File: config.mk
export PLATFORM = sky130hd
export DESIGN_NAME = captura_numero
export DESIGN_NICKNAME = d
export VERILOG_FILES = /design/src/rtl/teclado_pkg.sv /design/src/rtl/detector_tecla.sv /design/src/rtl/captura_numero.sv
export SDC_FILE = /design/constraint.sdc
export NUM_CORES = 1
export LEC_CHECK = 0
export CAP_MARGIN = 20
export CORE_AREA = 10 10 83 85
export CTS_BUF_LIST = sky130_fd_sc_hd__clkbuf_8
export DETAILED_ROUTE_END_ITERATION = 8
export DIE_AREA = 0 0 93 95
export GPL_ROUTABILITY_DRIVEN = 1
export MAX_ROUTING_LAYER = met4
export SLEW_MARGIN = 20
export SYNTH_ARGS = -nofsm -noshare
export SYNTH_HDL_FRONTEND = slang
export SYNTH_SLANG_ARGS = --single-unit
File: constraint.sdc
create_clock -name clk -period 3.2 [get_ports clk]
set_clock_uncertainty 0.05 [all_clocks]
set_input_delay 0.48 -clock clk [delete_from_list [all_inputs] [get_ports clk]]
set_output_delay 0.48 -clock clk [all_outputs]
set_load 0.03 [all_outputs]
File: src/rtl/teclado_pkg.sv
// -----------------------------------------------------------------------------
// teclado_pkg
//   Shared definitions for the keypad number-capture path.
//   - Key codes produced by the debounced scanner (registro).
//   - FSM state encoding for captura_numero.
//   - es_digito(): true for codes 0-9.
// -----------------------------------------------------------------------------
package teclado_pkg;

   localparam logic [3:0] TECLA_NINGUNA = 4'hF;  // no key pressed
   localparam logic [3:0] TECLA_ENTER   = 4'hA;  // submit the number
   localparam logic [3:0] TECLA_CLEAR   = 4'hB;  // discard the partial entry

   typedef enum logic {
      S_CAPTURA = 1'b0,  // collecting digits
      S_ENTREGA = 1'b1   // number offered downstream, waiting for listo
   } estado_captura_t;

   function automatic logic es_digito(input logic [3:0] codigo);
      return (codigo <= 4'd9);
   endfunction

endpackage : teclado_pkg

File: src/rtl/detector_tecla.sv
// -----------------------------------------------------------------------------
// detector_tecla
//   Converts the level-style key code from the scanner into a single-cycle
//   key event. An event fires on the cycle after boton leaves TECLA_NINGUNA;
//   the detector then stays disarmed until boton is seen back at
//   TECLA_NINGUNA, so a held key or a code change without release is
//   never a second event.
// Ports
//   clk     in   clock, posedge
//   rst     in   asynchronous reset, active low (comes up armed)
//   boton   in   [3:0] key code, 4'hF = no key
//   evento  out  one-cycle pulse per press
//   codigo  out  [3:0] code captured with the event, valid while evento=1
// -----------------------------------------------------------------------------
module detector_tecla
   import teclado_pkg::*;
(
   input  logic       clk,
   input  logic       rst,
   input  logic [3:0] boton,
   output logic       evento,
   output logic [3:0] codigo
);

   logic armado;  // 1 = key released, next non-F code is a new press

   // NOTE: state is updated with non-blocking assignments so every register
   // samples the values from before the clock edge, independent of order.
   always_ff @(posedge clk or negedge rst) begin
      if (!rst) begin
         armado <= 1'b1;
         evento <= 1'b0;
         codigo <= TECLA_NINGUNA;
      end else begin
         evento <= armado && (boton != TECLA_NINGUNA);
         if (armado && (boton != TECLA_NINGUNA)) begin
            codigo <= boton;
            armado <= 1'b0;
         end else if (boton == TECLA_NINGUNA) begin
            armado <= 1'b1;
         end
      end
   end

endmodule : detector_tecla

File: src/rtl/captura_numero.sv
// -----------------------------------------------------------------------------
// captura_numero
//   Builds a multi-digit decimal number from keypad presses: one digit per
//   press, ENTER submits, CLEAR restarts. The result is offered as packed BCD
//   plus binary on a valid/ready handshake and held until accepted.
//
//   Optional feature, macro CAPTURA_TIMEOUT_EN: a partial entry left idle for
//   TIMEOUT_CYC cycles is cleared automatically. Without the macro a partial
//   entry persists and TIMEOUT_CYC only takes part in the parameter check.
//
// Parameters
//   N_DIG        max digits accepted (1..6)
//   W_BIN        binary width, >= ceil(log2(10**N_DIG))
//   TIMEOUT_CYC  idle cycles before auto-clear
// Ports
//   clk          in   clock, posedge
//   rst          in   asynchronous reset, active low
//   boton        in   [3:0] key code: 0-9 digit, A ENTER, B CLEAR, F none
//   listo        in   consumer ready
//   dato_valido  out  number available, held until listo
//   numero_bcd   out  [4*N_DIG-1:0] packed BCD, newest digit in [3:0]
//   numero_bin   out  [W_BIN-1:0] binary value of numero_bcd
//   n_digitos    out  [2:0] digits entered so far
//   lleno        out  n_digitos == N_DIG
// -----------------------------------------------------------------------------
module captura_numero
   import teclado_pkg::*;
#(
   parameter int N_DIG       = 3,
   parameter int W_BIN       = 10,
   parameter int TIMEOUT_CYC = 50000000
) (
   input  logic                 clk,
   input  logic                 rst,
   input  logic [3:0]           boton,
   input  logic                 listo,
   output logic                 dato_valido,
   output logic [4*N_DIG-1:0]   numero_bcd,
   output logic [W_BIN-1:0]     numero_bin,
   output logic [2:0]           n_digitos,
   output logic                 lleno
);

   // Elaboration-time sanity check of the configuration.
   generate
      if (N_DIG < 1 || N_DIG > 6 || W_BIN < 4 || TIMEOUT_CYC < 1) begin : g_param_invalido
         $error("captura_numero: invalid N_DIG, W_BIN or TIMEOUT_CYC");
      end
   endgenerate

   estado_captura_t estado;
   logic            evento;
   logic [3:0]      codigo;
   logic            timeout_hit;

   logic [4*N_DIG-1:0] bcd_next;
   logic [W_BIN-1:0]   bin_next;

   detector_tecla u_detector (
      .clk    (clk),
      .rst    (rst),
      .boton  (boton),
      .evento (evento),
      .codigo (codigo)
   );

   assign lleno = (n_digitos == 3'(N_DIG));

   // Appending a digit: shift one nibble left (oldest digit falls off the
   // top) and accumulate the binary value; both truncate naturally.
   assign bcd_next = (numero_bcd << 4) | (4*N_DIG)'(codigo);
   assign bin_next = (numero_bin * W_BIN'(10)) + W_BIN'(codigo);

`ifdef CAPTURA_TIMEOUT_EN
   localparam int CNT_W = $clog2(TIMEOUT_CYC + 1);

   logic [CNT_W-1:0] cnt_inactivo;

   // Counts idle cycles only while a partial entry exists.
   assign timeout_hit = (estado == S_CAPTURA) && (n_digitos != 3'd0) && !evento &&
                        (cnt_inactivo == CNT_W'(TIMEOUT_CYC - 1));

   always_ff @(posedge clk or negedge rst) begin
      if (!rst) begin
         cnt_inactivo <= '0;
      end else if ((estado != S_CAPTURA) || (n_digitos == 3'd0) || evento || timeout_hit) begin
         cnt_inactivo <= '0;
      end else begin
         cnt_inactivo <= cnt_inactivo + CNT_W'(1);
      end
   end
`else
   assign timeout_hit = 1'b0;
`endif

   // FSM and datapath registers in one process; all outputs registered
   // except lleno.
   always_ff @(posedge clk or negedge rst) begin
      if (!rst) begin
         estado      <= S_CAPTURA;
         dato_valido <= 1'b0;
         numero_bcd  <= '0;
         numero_bin  <= '0;
         n_digitos   <= 3'd0;
      end else begin
         case (estado)
            S_CAPTURA: begin
               // listo is not looked at here: the handshake can only
               // complete once dato_valido is already high.
               if (evento) begin
                  if (es_digito(codigo)) begin
                     if (!lleno) begin
                        numero_bcd <= bcd_next;
                        numero_bin <= bin_next;
                        n_digitos  <= n_digitos + 3'd1;
                     end
                  end else if (codigo == TECLA_ENTER) begin
                     if (n_digitos != 3'd0) begin
                        estado      <= S_ENTREGA;
                        dato_valido <= 1'b1;
                     end
                  end else if (codigo == TECLA_CLEAR) begin
                     numero_bcd <= '0;
                     numero_bin <= '0;
                     n_digitos  <= 3'd0;
                  end
                  // C, D, E fall through unchanged.
               end else if (timeout_hit) begin
                  numero_bcd <= '0;
                  numero_bin <= '0;
                  n_digitos  <= 3'd0;
               end
            end

            S_ENTREGA: begin
               // Outputs frozen; key events are dropped here.
               if (listo) begin
                  estado      <= S_CAPTURA;
                  dato_valido <= 1'b0;
                  numero_bcd  <= '0;
                  numero_bin  <= '0;
                  n_digitos   <= 3'd0;
               end
            end

            default: begin
               estado      <= S_CAPTURA;
               dato_valido <= 1'b0;
            end
         endcase
      end
   end

endmodule : captura_numero

==> flow_summary_export.csv, run 1 <==
group,metric,value,unit
global_routing,grt_overflow,0,
sta,layout_min_cycle_time,2.788,ns
run,cap_viol_max_count,0,
clock_network,cts-htree-levels,2,
clock_network,cts_resized,0,
sta,rsz0062_at_grt,"no",
global_routing,grt_pass1_vias,1257,
critical_path,reg2reg_slack,0.41,ns
drt,first_pass_iters,4,
cells_and_area,multi_input_area,844.6,sq um
placement,io_buffers,33,
clock_network,numCtsBuffers,5,
cells_and_area,final_nets,217,
critical_path,required,3.33,ns
floorplan,core-area,5338,sq um
sta,max-slew-margin-rel,47.75,%
placement,finalWeightedCongestion,0.8044,
drt,ant_nets,0,
global_routing,met2_usage,13.55,%
critical_path,start_kind,"flip-flop",
global_routing,grtUsageMet3,3.727,%
critical_path,path_class,"reg -> reg",
pwr,ir_drop,277.3,uV
critical_path,rr_startpoint,"numero_bin[1]$_DFFE_PN0P_",
drt,vias,1219,
sta,whs,0.4534,ns
clock_network,postCtsSetupRepairBufs,0,
global_routing,top_usage_layer,"met2",
clock_network,cts_tree,"built",
cells_and_area,syn2layout_area_growth,25.05,%
critical_path,arrival,2.91,ns
cells_and_area,drive_gt1_share,10.42,%
sta,slew_violations,0,
logic_synthesis,yosysSeqAreaShare,44.76,%
logic_synthesis,synth_ff_type,"dfrtp_1",
sta,worstMarginPinSlew,0.7837,ns
cells_and_area,layout_common_cells,"33 x clkdlybuf4s50_1, 27 x dfrtp_1, 20 x a22o_1",
cells_and_area,nFillCells,528,
logic_synthesis,synth_warnings,0,
cells_and_area,seqCellArea,807.0,sq um
global_routing,gr-usage-met1,10.64,%
clock_network,cts_buffer_depth,2,
sta,final.setup.tns,0,ns
min_path,hold_class,"reg -> reg",
clock_network,path_clk_slew,0.07,ns
critical_path,startpoint,"numero_bin[1]$_DFFE_PN0P_",
sta,final_hold_viol_count,0,
floorplan,start_util,33.78,%
drt,drt_wl_total,3.608,mm
floorplan,die_x,93,um
logic_synthesis,async_reset_ff_share,100.0,%
clock_network,hold_buffers,0,
logic_synthesis,avgSynthCellArea,11.06,sq um
floorplan,io_pins,34,
drt,drt-wirelength-per-cell,13.67,um
sta,fmax,0.3587,GHz
floorplan,die_h,95,um
pwr,p_leak,1.088,nW
drt,avgViaCountPerCell,4.617,
sta,setup-violations-final,0,
drt,drcViolationCount,0,
placement,hpwl,2.636,mm
sta,period_share,87.11,%
outcome,outcome,"complete, no violations",
logic_synthesis,ys_seq_elements,32,
logic_synthesis,yosys.cell_types.count,31,
min_path,hp-start,"numero_bcd[9]$_DFFE_PN0P_",
global_routing,antenna_found_initial,0,
floorplan,dieArea,8835,sq um
critical_path,critical_path.max_fanout,5,
global_routing,grt_use_total,9.009,%
floorplan,row_count,27,
global_routing,grt_pass1_wl,6.106,mm
clock_network,root_buffer,"clkbuf_8",
clock_network,cts.sinks,32,
clock_network,worstSkewPairLatency,0.28,ns
logic_synthesis,syn_area,1803,sq um
drt,drt_iter0_drc,70,
critical_path,crit_path_end_kind,"flip-flop",
logic_synthesis,synth_cells,163,
cells_and_area,final_common_cell,"clkdlybuf4s50_1",
logic_synthesis,syn_nets,189,
pwr,power_density,901.5,nW/um^2
global_routing,grt_max_degree,33,
logic_synthesis,synth-edff-count,0,
cells_and_area,insertedDiodeCount,0,
## sequential cells by signal (all words and copies together), names as in the netlist
register	count
numero_bin	9
u_detector.armado	1
numero_bcd	12
u_detector.codigo	4
estado	1
n_digitos	3
u_detector.evento	1
dato_valido	1
## synth_stat cells, types with 2 or more instances
| master | number | area share (%) |
|---|---|---|
| nand3_1 | 3 | 0.83 |
| nor2b_1 | 4 | 1.4 |
| buf_4 | 11 | 4.6 |
| dfrtp_1 | 27 | 37 |
| a21oi_2 | 2 | 0.97 |
| dfstp_2 | 5 | 7.3 |
| xor2_1 | 3 | 1.5 |
| clkbuf_1 | 2 | 0.42 |
| ha_1 | 17 | 12 |
| nor2_1 | 8 | 1.7 |
| fa_1 | 2 | 2.2 |
| inv_1 | 15 | 3.1 |
| a21o_1 | 3 | 1.2 |
| a21oi_1 | 6 | 1.7 |
| xnor2_1 | 8 | 3.9 |
| nand2_1 | 8 | 1.7 |
| o21ai_0 | 6 | 1.7 |
| a22o_1 | 20 | 9.7 |
## per-stage QoR
stage / util, % / setup WS, ns / area [sq um] / power, mW / std cells
3_3_place_gp: 40.15 / 0.5109 / 2143 / 1.672 / 256
2_1_floorplan: - / 0.4490 / 1803 / 1.365 / 163
4_1_cts: 42.24 / 0.4008 / 2255 / 2.070 / 264
6_report: 42.24 / 0.4125 / 2255 / 2.033 / 264
5_1_grt: 42.24 / 0.2340 / 2255 / 2.187 / 264
3_5_place_dp: 40.15 / 0.4684 / 2143 / 1.664 / 256
## layer usage
layer / vias up / part of all wire, %
met5: - / 0
met4: 0 / 0.69
met3: 2 / 5.2
met2: 24 / 45
met1: 578 / 49
li1: 615 / -
## layout make-up
cell class	instances	share of cell area, %
sequential	32	35.79
clock inverter	3	1.887
clock buffer	5	3.052
multi-input combinational	102	37.46
timing repair buffer	35	15.32
inverter	15	2.497
tap	72	3.996
## kinds of logic (layout without fill, tap and decap cells)
logic type / after synthesis / count (layout) / share of synthesized area, %
and+or+nand+nor: 27 / 27 / 7.287
AOI/OAI and AO/OA: 42 / 42 / 17.77
buffers and inverters: 29 / 58 / 8.397
xor gates and xnor gates: 12 / 12 / 6.593
muxes: 2 / 2 / 1.180
DFF: 32 / 32 / 44.76
adders and majority gates: 19 / 19 / 14.02
## report_power, final
part	switching (mW)	internal [mW]	leakage (nW)
clock network	0.162	0.230	0.0541
logic	0.558	0.460	0.615
registers	0.107	0.516	0.418
total	0.826	1.21	1.09
## worst max-delay path: stages (launching register included)
cell       delay [ns]
dfrtp_1          0.42
ha_1             0.32
ha_1             0.22
fa_1             0.41
xor2_1           0.27
o2111ai_1        0.23
inv_1            0.12
nand3_2          0.09
xnor3_1          0.35
a22o_1           0.20
## path summary, 6_finish.rpt
path / cells past startpoint / endpoint
max: 9 / numero_bin[9]$_DFFE_PN0P_
min: 1 / numero_bcd[9]$_DFFE_PN0P_
max reg2reg: 9 / numero_bin[9]$_DFFE_PN0P_
min reg2reg: 1 / numero_bcd[9]$_DFFE_PN0P_
max in group asynchronous: 2 / u_detector.codigo[2]$_DFFE_PN1P_
min in group asynchronous: 2 / dato_valido$_DFFE_PN0P_
No activity file was read; power rests on OpenSTA's default activity.
==> inputs of run 2 (changes only) <==
--- a/config.mk
+++ b/config.mk
@@ -5,11 +5,12 @@
 export SDC_FILE = /design/constraint.sdc
 export NUM_CORES = 1
 export LEC_CHECK = 0
+export ABC_AREA = 1
 export CAP_MARGIN = 20
-export CORE_AREA = 10 10 83 85
+export CORE_AREA = 10 10 86 88
 export CTS_BUF_LIST = sky130_fd_sc_hd__clkbuf_8
 export DETAILED_ROUTE_END_ITERATION = 8
-export DIE_AREA = 0 0 93 95
+export DIE_AREA = 0 0 96 98
 export GPL_ROUTABILITY_DRIVEN = 1
 export MAX_ROUTING_LAYER = met4
 export SLEW_MARGIN = 20
==> flow_summary_export.csv, run 2 <==
group,metric,value,unit
global_routing,met2_usage,15.38,%
drt,ant_nets,0,
global_routing,grt_overflow,0,
logic_synthesis,syn_nets,265,
logic_synthesis,synth-edff-count,0,
global_routing,grt_pass1_vias,1523,
floorplan,dieArea,9408,sq um
logic_synthesis,synth_top_cell_area_share,34.39,%
cells_and_area,layout_common_cells,"74 x nand2_1, 33 x clkdlybuf4s50_1, 32 x inv_1",
drt,vias,1540,
global_routing,grt_pass1_wl,7.176,mm
cells_and_area,top_regs,"numero_bcd: 12 flops, numero_bin: 9 flops, u_detector.codigo: 4 flops",
drt,drcViolationCount,0,
critical_path,required,3.32,ns
drt,drt_iter0_drc,45,
logic_synthesis,synth_common_cells,"74 x nand2_1, 29 x inv_1, 27 x dfrtp_1",
critical_path,critical_path.max_fanout,4,
global_routing,top_usage_layer,"met2",
critical_path,crit_path_end_kind,"flip-flop",
sta,final_hold_viol_count,0,
sta,period_share,71.91,%
critical_path,reg2reg_slack,0.90,ns
pwr,ir_drop,325.6,uV
logic_synthesis,syn_area,1964,sq um
global_routing,grtUsageMet3,2.986,%
floorplan,io_pins,34,
clock_network,cts.sinks,32,
cells_and_area,regMostFlops,"numero_bcd",
floorplan,core-area,5746,sq um
placement,io_buffers,33,
clock_network,path_clk_slew,0.06,ns
critical_path,path_class,"reg -> reg",
drt,drt-wirelength-per-cell,12.06,um
sta,worst_slack,0.8989,ns
critical_path,start_kind,"flip-flop",
sta,final.setup.tns,0,ns
logic_synthesis,yosys.cell_types.count,24,
drt,drt_wl_total,4.149,mm
global_routing,gr-usage-met1,11.46,%
floorplan,start_util,34.19,%
clock_network,cts_buffer_depth,2,
logic_synthesis,synth_warnings,0,
global_routing,grt_max_degree,33,
logic_synthesis,yosysSeqAreaShare,41.08,%
sta,slew_violations,0,
cells_and_area,drive_gt1_share,8.178,%
cells_and_area,largest_register_ffs,12,
clock_network,root_buffer,"clkbuf_8",
clock_network,hold_buffers,0,
drt,avgViaCountPerCell,4.477,
sta,setup-violations-final,0,
cells_and_area,final_nets,294,
drt,first_pass_iters,4,
clock_network,numCtsBuffers,5,
cells_and_area,final_common_cell,"nand2_1",
floorplan,die_h,98,um
pwr,p_leak,1.175,nW
min_path,hold_class,"reg -> reg",
logic_synthesis,yosysMostFrequentCell,"nand2_1",
clock_network,cts_resized,0,
floorplan,die_x,96,um
logic_synthesis,ys_seq_elements,32,
placement,hpwl,3.239,mm
sta,worstMarginPinSlew,0.4010,ns
clock_network,cts_tree,"built",
global_routing,antenna_found_initial,0,
logic_synthesis,synth_top_area_cell,"dfrtp_1",
clock_network,worstSkewPairLatency,0.27,ns
outcome,outcome,"complete, no violations",
clock_network,postCtsSetupRepairBufs,0,
run,cap_viol_max_count,0,
sta,max-slew-margin-rel,73.27,%
cells_and_area,insertedDiodeCount,0,
floorplan,row_count,28,
sta,rsz0062_at_grt,"no",
logic_synthesis,async_reset_ff_share,100.0,%
logic_synthesis,synth_ff_type,"dfrtp_1",
pwr,power_density,1047,nW/um^2
logic_synthesis,avgSynthCellArea,8.219,sq um
sta,fmax,0.4346,GHz
global_routing,grt_use_total,9.599,%
cells_and_area,nFillCells,590,
critical_path,arrival,2.42,ns
placement,finalWeightedCongestion,0.8790,
logic_synthesis,synth_cells,239,
placement,pre_cts_ws,0.9138,ns
logic_synthesis,synth_area_leaders,"dfrtp_1 34%, nand2_1 14%, ha_1 11%",
clock_network,cts-htree-levels,2,
cells_and_area,syn2layout_area_growth,21.08,%
sta,whs,0.4292,ns
sta,layout_min_cycle_time,2.301,ns
## run 2: layout make-up
type	instances	area (sq um)	area share, %
inverter	32	122.6	5.155
clock buffer	5	68.82	2.893
tap	75	93.84	3.945
timing repair buffer	34	337.8	14.20
clock inverter	3	11.26	0.4734
multi-input combinational	163	937.1	39.40
sequential	32	807.0	33.93
## run 2: power by group
group | switching (mW) | leakage, nW | internal (mW) | total (mW)
combinational | 0.908 | 0.717 | 0.599 | 1.51
sequential | 0.139 | 0.405 | 0.561 | 0.700
clock | 0.137 | 0.0519 | 0.145 | 0.282
total | 1.18 | 1.17 | 1.31 | 2.49
## run 2: per-stage QoR
stage	power (mW)	instances	cell area (sq um)	utilization, %
after global placement	2.214	336	2298	40.00
after detailed placement	2.238	336	2298	40.00
after CTS	2.533	344	2379	41.40
after floorplan	1.805	239	1964	-
final	2.490	344	2379	41.40
after global routing	2.731	344	2379	41.40
## run 2: critical path, cell delays in order, from the launching register on
cell	delay [ns]
dfrtp_1	0.43
ha_1	0.31
ha_1	0.25
fa_1	0.41
xnor2_1	0.18
nor2_1	0.24
nand2_1	0.08
nor2_1	0.08
nand2_1	0.06
nand3_1	0.06
nand2_1	0.05
## run 2: logic make-up (layout without fill, tap and decap cells)
| kind of cell | count (synthesis) | in the layout | share of synthesized area (%) |
|---|---|---|---|
| and+or+nand+nor | 114 | 114 | 25.48 |
| buffers and inverters | 44 | 74 | 11.21 |
| DFF | 32 | 32 | 41.08 |
| AOI/OAI and AO/OA | 27 | 27 | 8.025 |
| adders and majority gates | 19 | 19 | 12.87 |
| xor gates and xnor gates | 3 | 3 | 1.338 |
## run 2: worst paths after layout
kind | start | endpoint | cells past startpoint
worst min-delay path | numero_bcd[8]$_DFFE_PN0P_ | numero_bcd[8]$_DFFE_PN0P_ | 2
worst max-delay path | numero_bin[1]$_DFFE_PN0P_ | numero_bin[9]$_DFFE_PN0P_ | 10
worst max register to register | numero_bin[1]$_DFFE_PN0P_ | numero_bin[9]$_DFFE_PN0P_ | 10
max in group asynchronous | rst | u_detector.codigo[2]$_DFFE_PN1P_ | 2
worst min register to register | numero_bcd[8]$_DFFE_PN0P_ | numero_bcd[8]$_DFFE_PN0P_ | 2
min in group asynchronous | rst | n_digitos[1]$_DFFE_PN0P_ | 2
## run 2: per-layer routing
metal	vias to the layer above	part of all wire (%)
met5	-	0
met4	0	0.58
met3	5	5.3
met2	28	49
met1	694	45
li1	813	-
==> inputs of run 3 (changes only) <==
==> constraint.sdc (replaced) <==
create_clock -name clk -period 2.2 [get_ports clk]
set_clock_uncertainty 0.05 [all_clocks]
set_input_delay 0.33 -clock clk [delete_from_list [all_inputs] [get_ports clk]]
set_output_delay 0.33 -clock clk [all_outputs]
set_load 0.03 [all_outputs]
==> flow_summary_export.csv, run 3 (synthesis gave the netlist of run 2 again) <==
group,metric,value,unit
floorplan,dieArea,9408,sq um
drt,drt-wirelength-per-cell,12.43,um
critical_path,crit_chain,"ha_1 > fa_2 > xnor2_1 > buf_4 > nor2_4 > nand2_1 > nor2_1 > nand2_1 > nand3_1 > nand2_1",
pwr,power_frac_clock,13.6,%
critical_path,start_kind,"flip-flop",
critical_path,cpPeakStageDelay,0.42,ns
clock_network,path_clk_slew,0.07,ns
drt,ant_nets,0,
pwr,power_density,1599,nW/um^2
floorplan,core-area,5746,sq um
cells_and_area,final_nets,303,
clock_network,numCtsBuffers,5,
cells_and_area,top_regs,"numero_bcd: 12 flops, numero_bin: 9 flops, u_detector.codigo: 4 flops",
clock_network,cts_tree,"built",
placement,io_buffers,33,
clock_network,cts.sinks,32,
critical_path,critPathBufInv,1,
cells_and_area,nFillCells,601,
cells_and_area,insertedDiodeCount,0,
cells_and_area,layout_common_cells,"73 x nand2_1, 33 x clkdlybuf4s50_1, 30 x inv_1",
global_routing,antenna_found_initial,0,
critical_path,crit_family,"adder cells",
sta,max-slew-margin-rel,73.60,%
pwr,p_sw,1.834,mW
floorplan,start_util,34.19,%
sta,final_hold_viol_count,0,
sta,setup-violations-final,0,
sta,worstMarginPinSlew,0.3960,ns
global_routing,grt_pass1_wl,7.665,mm
critical_path,crit_path_end_kind,"flip-flop",
sta,slew_violations,0,
global_routing,grt_use_total,10.53,%
cells_and_area,drive_gt1_share,15.11,%
global_routing,grt_overflow,0,
cells_and_area,final_common_cell,"nand2_1",
clock_network,cts-htree-levels,2,
cells_and_area,regMostFlops,"numero_bcd",
global_routing,grt_max_degree,33,
outcome,outcome,"complete, no violations",
placement,finalWeightedCongestion,0.9068,
clock_network,root_buffer,"clkbuf_8",
drt,drt_iter0_drc,78,
pwr,p_seq_share,24.6,%
floorplan,io_pins,34,
critical_path,arrival,2.20,ns
sta,period_share,93.97,%
pwr,ir_drop,564.4,uV
global_routing,grt_pass1_vias,1622,
placement,hpwl,3.433,mm
pwr,p_sw_share,45.37,%
drt,drt_wl_total,4.387,mm
drt,first_pass_iters,4,
floorplan,row_count,28,
pwr,power_frac_comb,61.8,%
clock_network,cts_buffer_depth,2,
floorplan,die_h,98,um
run,cap_viol_max_count,0,
min_path,hold_class,"in -> async",
floorplan,die_x,96,um
pwr,p_int,2.209,mW
critical_path,path_common_cell,"nand2_1",
sta,final.setup.tns,0,ns
critical_path,critical_path.max_fanout,4,
drt,avgViaCountPerCell,4.405,
clock_network,hold_buffers,0,
drt,drcViolationCount,0,
placement,dp_cells,345,
critical_path,path_class,"reg -> reg",
cells_and_area,syn2layout_area_growth,28.73,%
drt,vias,1555,
sta,layout_min_cycle_time,2.067,ns
cells_and_area,stdcell_count,353,
sta,rsz0062_at_grt,"no",
sta,fmax,0.4837,GHz
critical_path,required,2.33,ns
clock_network,worstSkewPairLatency,0.29,ns
critical_path,crit_slowest_cell,"dfrtp_1",
cells_and_area,largest_register_ffs,12,
pwr,p_leak,1.218,nW
==> run 3: cell count changes in the layout (fill, tap and decap cells not counted), sizes merged <==
cell	before	now
inv	35	33
clkinv	0	1
bufinv	0	1
buf	1	10
==> run 3: through the flow <==
stage	power, mW	cell area [sq um]	hold slack (ns)	util, %	worst slack (ns)
detailed placement	3.415	2376	0.4167	41.35	0.04210
floorplan	2.646	1974	-0.01559	-	0.01145
finish	4.043	2529	0.3754	44.01	0.1327
CTS	3.982	2484	0.3927	43.23	0.02630
global route	4.420	2529	0.4279	44.01	0.002134
global placement	3.365	2376	0.4120	41.35	0.06990
==> run 3: path summary, 6_finish.rpt <==
kind                                           startpoint                            end  depth (start not counted)  slack (ns)
worst max-delay path            numero_bin[2]$_DFFE_PN0P_      numero_bin[9]$_DFFE_PN0P_                         10        0.13
worst min-delay path                                  rst       n_digitos[1]$_DFFE_PN0P_                          2        0.38
worst max register to register  numero_bin[2]$_DFFE_PN0P_      numero_bin[9]$_DFFE_PN0P_                         10        0.13
worst min register to register  numero_bin[9]$_DFFE_PN0P_      numero_bin[9]$_DFFE_PN0P_                          2        0.43
max in group asynchronous                             rst  u_detector.armado$_DFFE_PN1P_                          2        1.40
min in group clk                numero_bin[9]$_DFFE_PN0P_      numero_bin[9]$_DFFE_PN0P_                          2        0.43
==> run 3: power by group through the flow <==
stage	Combinational (mW)	Clock [mW]	Sequential, mW
6_report	2.50	0.551	0.994
5_1_grt	2.79	0.600	1.03
4_1_cts	2.43	0.567	0.990
3_5_place_dp	2.42	0	0.999
3_3_place_gp	2.38	0	0.987
2_1_floorplan	1.40	0	1.24
==> run 3: cell type report <==
class | instances | area, sq um | area share [%]
Clock inverter | 3 | 38.79 | 1.534
Sequential cell | 32 | 809.5 | 32.01
Multi-Input combinational cell | 163 | 989.7 | 39.14
Clock buffer | 5 | 68.82 | 2.721
Tap cell | 75 | 93.84 | 3.711
Timing Repair Buffer | 43 | 405.4 | 16.03
Inverter | 32 | 122.6 | 4.849
==> run 3: what timing repair did <==
| action | in CTS | in global routing |
|---|---|---|
| setup buffers | 0 | 0 |
| gates resized for setup | 0 | 6 |
| setup endpoints to repair | 0 | 2 |
==> run 3: worst reg2reg max path, stage by stage (launching register included) <==
cell and delay [ns]:
dfrtp_1 0.42, ha_1 0.37, fa_2 0.42, xnor2_1 0.13
buf_4 0.15, nor2_4 0.12, nand2_1 0.06, nor2_1 0.08
nand2_1 0.06, nand3_1 0.06, nand2_1 0.04
==> run 3: layer usage <==
metal	track usage, %	vias to the layer above	wire length, um
li1	-	832	-
met1	11.61	689	1910
met2	17.61	29	2210
met3	3.292	5	234
met4	3.065	0	31
met5	-	-	0
